### config.mk
export PLATFORM = sky130hd
export DESIGN_NAME = bank_rr_arbiter_flat
export DESIGN_NICKNAME = d
export VERILOG_FILES = /design/src/rtl/bank_rr_arbiter_if.sv /design/src/rtl/bank_rr_arbiter.sv /design/src/flat_wrapper.sv
export SDC_FILE = /design/constraint.sdc
export NUM_CORES = 1
export LEC_CHECK = 0
export CORE_AREA = 3 3 114 116
export CTS_CLUSTER_DIAMETER = 200
export DETAILED_ROUTE_END_ITERATION = 8
export DIE_AREA = 0 0 117 119
export PLACE_DENSITY = 0.75
export SYNTH_ARGS = -nofsm -noshare
export SYNTH_HDL_FRONTEND = slang
export SYNTH_SLANG_ARGS = --single-unit
### constraint.sdc
create_clock -name clk -period 3.75 [get_ports clk]
set_input_delay 0.375 -clock clk [delete_from_list [all_inputs] [get_ports clk]]
set_output_delay 0.375 -clock clk [all_outputs]
set_load 0.02 [all_outputs]
### src/rtl/bank_rr_arbiter_if.sv
// Request/response bundle between the requesters, the arbiter and one memory bank.
// slave = arbiter side, master = requesters plus bank side.
interface bank_rr_arbiter_if #(
  parameter int REQUESTERS = 3,
  parameter int ADDR_WIDTH = 4,
  parameter int DATA_WIDTH = 32
);
  logic [REQUESTERS-1:0]                 req_valid;
  logic [REQUESTERS-1:0]                 req_we;
  logic [REQUESTERS-1:0][ADDR_WIDTH-1:0] req_addr;
  logic [REQUESTERS-1:0][DATA_WIDTH-1:0] req_wdata;
  logic [REQUESTERS-1:0]                 req_ready;
  logic [REQUESTERS-1:0]                 rsp_valid;
  logic [REQUESTERS-1:0][DATA_WIDTH-1:0] rsp_data;
  logic                                  m_valid;
  logic                                  m_we;
  logic [ADDR_WIDTH-1:0]                 m_addr;
  logic [DATA_WIDTH-1:0]                 m_wdata;
  logic                                  m_ready;
  logic                                  m_rvalid;
  logic [DATA_WIDTH-1:0]                 m_rdata;

  modport slave (
    input  req_valid, req_we, req_addr, req_wdata, m_ready, m_rvalid, m_rdata,
    output req_ready, rsp_valid, rsp_data, m_valid, m_we, m_addr, m_wdata
  );

  modport master (
    output req_valid, req_we, req_addr, req_wdata, m_ready, m_rvalid, m_rdata,
    input  req_ready, rsp_valid, rsp_data, m_valid, m_we, m_addr, m_wdata
  );
endinterface

### src/rtl/bank_rr_arbiter.sv
// Round-robin arbiter sharing one bank port among several requesters; an ID FIFO
// remembers who issued each outstanding read so in-order bank data can be routed back.
module bank_rr_arbiter #(
  parameter int REQUESTERS  = 3,
  parameter int ADDR_WIDTH  = 4,
  parameter int DATA_WIDTH  = 32,
  parameter int OUTSTANDING = 4
) (
  input  logic                         clk,
  input  logic                         rst,
  bank_rr_arbiter_if.slave             bus,
  output logic [$clog2(OUTSTANDING):0] rd_inflight,
  output logic                         err_orphan
);
  localparam int ID_W  = $clog2(REQUESTERS);
  localparam int PTR_W = (OUTSTANDING > 1) ? $clog2(OUTSTANDING) : 1;
  localparam int CNT_W = $clog2(OUTSTANDING) + 1;

  logic [ID_W-1:0]  ptr_reg;
  logic [ID_W-1:0]  ptr_next;
  logic [ID_W-1:0]  id_mem [OUTSTANDING];
  logic [PTR_W-1:0] wr_ptr_reg;
  logic [PTR_W-1:0] rd_ptr_reg;
  logic [PTR_W-1:0] wr_ptr_next;
  logic [PTR_W-1:0] rd_ptr_next;
  logic [CNT_W-1:0] cnt_reg;
  logic             err_orphan_reg;

  logic                  fifo_empty;
  logic                  fifo_full;
  logic                  can_push;
  logic [REQUESTERS-1:0] eligible;
  logic                  grant_found;
  logic [ID_W-1:0]       grant_id;
  logic                  handshake;
  logic                  push;
  logic                  pop_any;
  logic                  fifo_wr;
  logic                  fifo_rd;
  logic                  orphan;
  logic [ID_W-1:0]       head_id;

  assign fifo_empty = (cnt_reg == '0);
  assign fifo_full  = (cnt_reg == CNT_W'(OUTSTANDING));
  // A full FIFO still accepts a push when a pop frees a slot in the same cycle.
  assign can_push   = ~fifo_full | bus.m_rvalid;

  // Everything combinational is gated by rst so outputs are silent during reset.
  generate
    for (genvar gi = 0; gi < REQUESTERS; gi++) begin : g_elig
      assign eligible[gi] = rst & bus.req_valid[gi] & (bus.req_we[gi] | can_push);
    end
  endgenerate

  always_comb begin
    int idx;
    grant_found = 1'b0;
    grant_id    = '0;
    idx         = 0;
    for (int k = 0; k < REQUESTERS; k++) begin
      idx = int'(ptr_reg) + k;
      if (idx >= REQUESTERS) begin
        idx = idx - REQUESTERS;
      end
      if (!grant_found && eligible[idx[ID_W-1:0]]) begin
        grant_found = 1'b1;
        grant_id    = idx[ID_W-1:0];
      end
    end
  end

  assign handshake   = grant_found & bus.m_ready;
  assign bus.m_valid = grant_found;
  assign bus.m_we    = grant_found & bus.req_we[grant_id];
  assign bus.m_addr  = grant_found ? bus.req_addr[grant_id]  : '0;
  assign bus.m_wdata = grant_found ? bus.req_wdata[grant_id] : '0;

  assign push    = handshake & ~bus.req_we[grant_id];
  assign pop_any = rst & bus.m_rvalid & (~fifo_empty | push);
  // On an empty FIFO a same-cycle read is popped straight through without storage.
  assign head_id = fifo_empty ? grant_id : id_mem[rd_ptr_reg];
  assign fifo_wr = push & ~(pop_any & fifo_empty);
  assign fifo_rd = pop_any & ~fifo_empty;
  assign orphan  = rst & bus.m_rvalid & fifo_empty & ~push;

  generate
    for (genvar gi = 0; gi < REQUESTERS; gi++) begin : g_port
      assign bus.req_ready[gi] = handshake & (grant_id == ID_W'(gi));
      assign bus.rsp_valid[gi] = pop_any & (head_id == ID_W'(gi));
      assign bus.rsp_data[gi]  = bus.rsp_valid[gi] ? bus.m_rdata : '0;
    end
  endgenerate

  assign ptr_next    = (grant_id == ID_W'(REQUESTERS - 1)) ? '0 : grant_id + ID_W'(1);
  assign wr_ptr_next = (wr_ptr_reg == PTR_W'(OUTSTANDING - 1)) ? '0 : wr_ptr_reg + PTR_W'(1);
  assign rd_ptr_next = (rd_ptr_reg == PTR_W'(OUTSTANDING - 1)) ? '0 : rd_ptr_reg + PTR_W'(1);

  always_ff @(posedge clk or negedge rst) begin
    if (!rst) begin
      ptr_reg        <= '0;
      wr_ptr_reg     <= '0;
      rd_ptr_reg     <= '0;
      cnt_reg        <= '0;
      err_orphan_reg <= 1'b0;
    end else begin
      if (handshake) begin
        ptr_reg <= ptr_next;
      end
      if (fifo_wr) begin
        wr_ptr_reg <= wr_ptr_next;
      end
      if (fifo_rd) begin
        rd_ptr_reg <= rd_ptr_next;
      end
      if (fifo_wr && !fifo_rd) begin
        cnt_reg <= cnt_reg + CNT_W'(1);
      end else if (!fifo_wr && fifo_rd) begin
        cnt_reg <= cnt_reg - CNT_W'(1);
      end
      if (orphan) begin
        err_orphan_reg <= 1'b1;
      end
    end
  end

  always_ff @(posedge clk) begin
    if (fifo_wr) begin
      id_mem[wr_ptr_reg] <= grant_id;
    end
  end

  assign rd_inflight = cnt_reg;
  assign err_orphan  = err_orphan_reg;

endmodule

### src/flat_wrapper.sv
// flat-port wrapper written by rule: the top's interface ports become plain ports
module bank_rr_arbiter_flat 
#(
  parameter int REQUESTERS  = 3,
  parameter int ADDR_WIDTH  = 4,
  parameter int DATA_WIDTH  = 32,
  parameter int OUTSTANDING = 4
)
  (clk, rst, rd_inflight, err_orphan, bus_req_valid, bus_req_we, bus_req_addr, bus_req_wdata, bus_m_ready, bus_m_rvalid, bus_m_rdata, bus_req_ready, bus_rsp_valid, bus_rsp_data, bus_m_valid, bus_m_we, bus_m_addr, bus_m_wdata);
  bank_rr_arbiter_if #(.REQUESTERS(REQUESTERS), .ADDR_WIDTH(ADDR_WIDTH), .DATA_WIDTH(DATA_WIDTH)) bus_i ();
  input  logic clk;
  input  logic rst;
  output logic [$clog2(OUTSTANDING):0] rd_inflight;
  output logic err_orphan;
  input wire logic [$bits(bus_i.req_valid)-1:0] bus_req_valid;
  input wire logic [$bits(bus_i.req_we)-1:0] bus_req_we;
  input wire logic [$bits(bus_i.req_addr)-1:0] bus_req_addr;
  input wire logic [$bits(bus_i.req_wdata)-1:0] bus_req_wdata;
  input wire logic [$bits(bus_i.m_ready)-1:0] bus_m_ready;
  input wire logic [$bits(bus_i.m_rvalid)-1:0] bus_m_rvalid;
  input wire logic [$bits(bus_i.m_rdata)-1:0] bus_m_rdata;
  output wire logic [$bits(bus_i.req_ready)-1:0] bus_req_ready;
  output wire logic [$bits(bus_i.rsp_valid)-1:0] bus_rsp_valid;
  output wire logic [$bits(bus_i.rsp_data)-1:0] bus_rsp_data;
  output wire logic [$bits(bus_i.m_valid)-1:0] bus_m_valid;
  output wire logic [$bits(bus_i.m_we)-1:0] bus_m_we;
  output wire logic [$bits(bus_i.m_addr)-1:0] bus_m_addr;
  output wire logic [$bits(bus_i.m_wdata)-1:0] bus_m_wdata;
  assign bus_i.req_valid = bus_req_valid;
  assign bus_i.req_we = bus_req_we;
  assign bus_i.req_addr = bus_req_addr;
  assign bus_i.req_wdata = bus_req_wdata;
  assign bus_i.m_ready = bus_m_ready;
  assign bus_i.m_rvalid = bus_m_rvalid;
  assign bus_i.m_rdata = bus_m_rdata;
  assign bus_req_ready = bus_i.req_ready;
  assign bus_rsp_valid = bus_i.rsp_valid;
  assign bus_rsp_data = bus_i.rsp_data;
  assign bus_m_valid = bus_i.m_valid;
  assign bus_m_we = bus_i.m_we;
  assign bus_m_addr = bus_i.m_addr;
  assign bus_m_wdata = bus_i.m_wdata;
  bank_rr_arbiter #(.REQUESTERS(REQUESTERS), .ADDR_WIDTH(ADDR_WIDTH), .DATA_WIDTH(DATA_WIDTH), .OUTSTANDING(OUTSTANDING)) u_core (.clk(clk), .rst(rst), .bus(bus_i), .rd_inflight(rd_inflight), .err_orphan(err_orphan));
endmodule
==> reports/qor.yml <==
routing:
  dr.pass1.iters: 6
  antenna_left: 0
  routed_via_density: 5.132
  drt-initial-drc-count: 302
  num_vias: 4234
  wl_mm: 14.66
  drc: 0
  wl_per_cell_um: 17.76
timing:
  layout_min_cycle_time_ns: 3.623
  slew_viol_final: 0
  fmax_mhz: 276.0
  slew_headroom_pct: 71.32
  rsz0062_at_grt: "true"
  finalClockSkew_ns: 0.004948
  finalCritPeriodShare_pct: 96.62
  worst_slew_pin_slew_ns: 0.4301
  setup_viol: 0
  hold_viol_final: 0
power_and_ir_drop:
  power_frac_seq_pct: 9.6
  pwr-share-clk_pct: 6.1
  p_int_w: 0.001676
  power_density_nw_per_um2: 583.9
  power.leakage_nw: 2.761
  peakVddDrop_mv: 0.3117
  combPwrFrac_pct: 84.3
  p_sw_share_pct: 52.58
  p_switching_w: 0.001859
cells_and_area:
  nNetsFinal: 836
  final_cell_area_um2: 6055
  largest-register: "u_core.id_mem"
  area_growth_pct: 112.2
  drive_gt1_share_pct: 12.72
  largest_register_ffs: 8
  fill_cells: 1150
  regArea_um2: 490.5
  multiInputGateArea_um2: 2141
  fin_util_pct: 50.41
yosys:
  synthCells: 397
  yosys_warnings: 0
  syn_area_per_cell_um2: 7.186
  postSynthNetCount: 556
  synth_top_area_share_pct: 11.32
  ys_ff_latch: 18
  syn_area_um2: 2853
  synth_common_cells: "nand2_1 (80), a211oi_1 (43), nor2_1 (41)"
  synth_enable_flop_cells: 8
  yosysSeqAreaShare_pct: 17.19
  synth.largest_area_cell: "a211oi_1"
  synthArstFlopShare_pct: 55.56
  synthDistinctLibCells: 48
  yosysMostFrequentCell: "nand2_1"
  synthFlopType: "dfrtp_1"
  synth_top_cells_by_area: "a211oi_1 (11%), nand2_1 (11%), a22oi_1 (9.5%)"
critical_path:
  worstReg2RegStart: "u_core.ptr_reg[0]$_DFFE_PN0P_"
  start_kind: "flop"
  criticalPathCategory: "reg -> out"
  cp-end-kind: "primary output"
  critPathRequiredTime_ns: 3.38
  cp_max_fo: 43
  worstPathArrival_ns: 3.25
  startpoint: "u_core.ptr_reg[0]$_DFFE_PN0P_"
global_routing:
  grt_pass1_vias: 4107
  grtUsageTotal_pct: 18.86
  overflow: 0
  antenna_found_initial: 2
  grt_pass1_wl_mm: 21.24
  grt_max_degree: 50
place:
  place_area_um2: 6072
  globalplace.congestion: 0.9009
  io_buffer_count: 293
  hpwl_mm: 11.79
floorplanning:
  dieWidth_um: 117
  start_util_pct: 23.75
  ioPinCount: 294
  die-area_um2: 13920
  die_y_um: 119
  core_area_um2: 12010
  rows: 40
worst_hold_path:
  min_path_type: "in -> async"
clocking:
  postCtsSetupBuffers: 0
  clock-sinks: 18
  clkTransAtPathRegs_ns: 0.05
  cts_buffers: 3
  clk-insertion-delay-late_ns: 0.25
  cts_max_level: 1
  hold_buffers: 0
  clockRootBuffer: "clkbuf_16"
  clk_path_buf_depth: 2
  cts_tree: "built"
job:
  maxCapViolCount: 0
status:
  outcome: "completed"
routing by layer:
layer,track usage (%),wire length [um],vias up
met5,0,0,-
met2,35.46,7588,238
met1,20.75,5411,1947
met3,4.624,1412,19
met4,4.588,242,0
li1,-,-,2030
metrics by stage:
stage	setup slack, ns	hold slack, ns	total power (W)	TNS [ns]	std cells
finish	0.1266	0.4831	0.003535	0	825
global route	-0.02774	0.5003	0.003762	-0.04936	825
CTS	0.003177	0.4878	0.003562	0	823
detailed placement	-0.1848	0.4740	0.003391	-13.50	819
global placement	-0.1796	0.4760	0.003342	-9.802	819
floorplan	0.3949	0.07941	0.002025	0	397
critical path: stages, from the launching register on:
cell,delay [ns]
dfrtp_1,0.34
inv_1,0.07
ha_1,0.38
nor2b_1,0.17
a2111o_1,0.39
o2111a_2,0.19
buf_6,0.21
mux2i_4,0.21
buf_12,0.23
and3_1,0.18
clkdlybuf4s50_1,0.60
placed cells by master, fill, tap and decap left out, drive strengths merged, types with 2 or more instances in the layout:
master,netlist,final
clkdlybuf4s50,0,179
nand2,81,81
a211oi,64,64
dlygate4sd2,0,60
nor2,41,41
a21oi,40,40
a22oi,36,36
buf,12,28
clkbuf,34,23
dlymetal6s2s,0,18
clkdlybuf4s15,0,14
dfrtp,10,10
inv,9,9
and2,8,8
ha,8,8
edfxtp,8,8
mux2,4,4
nand3,3,3
a21o,3,3
dlygate4sd1,0,3
o211ai,3,3
nand4,3,3
diode,0,2
or2,2,2
nor3,2,2
mux4,2,2
and3,2,2
xor2,2,2
o21bai,2,2
power groups by stage:
stage          clock, W  sequential, W  combinational (W)
6_report       0.000215       0.000341            0.00298
5_1_grt        0.000223       0.000351            0.00319
4_1_cts        0.000218       0.000342            0.00300
3_5_place_dp          0       0.000346            0.00305
3_3_place_gp          0       0.000338            0.00300
2_1_floorplan         0       0.000365            0.00166
final timing paths:
path / end / depth (start not counted) / slack (ns)
setup reg to reg: u_core.rd_inflight[2]$_DFFE_PN0P_ / 15 / 0.22
max in group asynchronous: u_core.err_orphan$_DFFE_PN0P_ / 3 / 2.96
min in group clk: u_core.err_orphan$_DFFE_PN0P_ / 1 / 0.49
hold / removal: u_core.rd_inflight[1]$_DFFE_PN0P_ / 2 / 0.48
setup / recovery: bus_rsp_valid[1] / 10 / 0.13
hold reg to reg: u_core.err_orphan$_DFFE_PN0P_ / 1 / 0.49
cell families (layout without fill, tap and decap cells):
group	after synthesis	after routing	share of synthesized area, %
XOR/XNOR	3	3	0.9212
adder cells (fa/ha/maj)	9	9	4.211
AO/OA/AOI/OAI	158	158	42.94
other	0	2	0
flip-flops	18	18	17.19
multiplexers	7	7	3.509
AND/OR/NAND/NOR	147	147	22.37
buffers and inverters	55	334	8.859
area by class of cell:
class                   count  share of cell area (%)
repair buffers            321                   51.56
multi-input cells         324                   35.36
flip-flops and latches     18                   8.101
well taps                 147                   3.038
clock buffers               4                   1.302
inverters                   9                  0.5580
diodes                      2                 0.08266
what timing repair did:
item,in CTS,in global routing
gates cloned,0,0
gates resized for setup,100,96
setup endpoints to repair,134,73
pin swaps,0,1
Power figures use the tool's default switching activity.
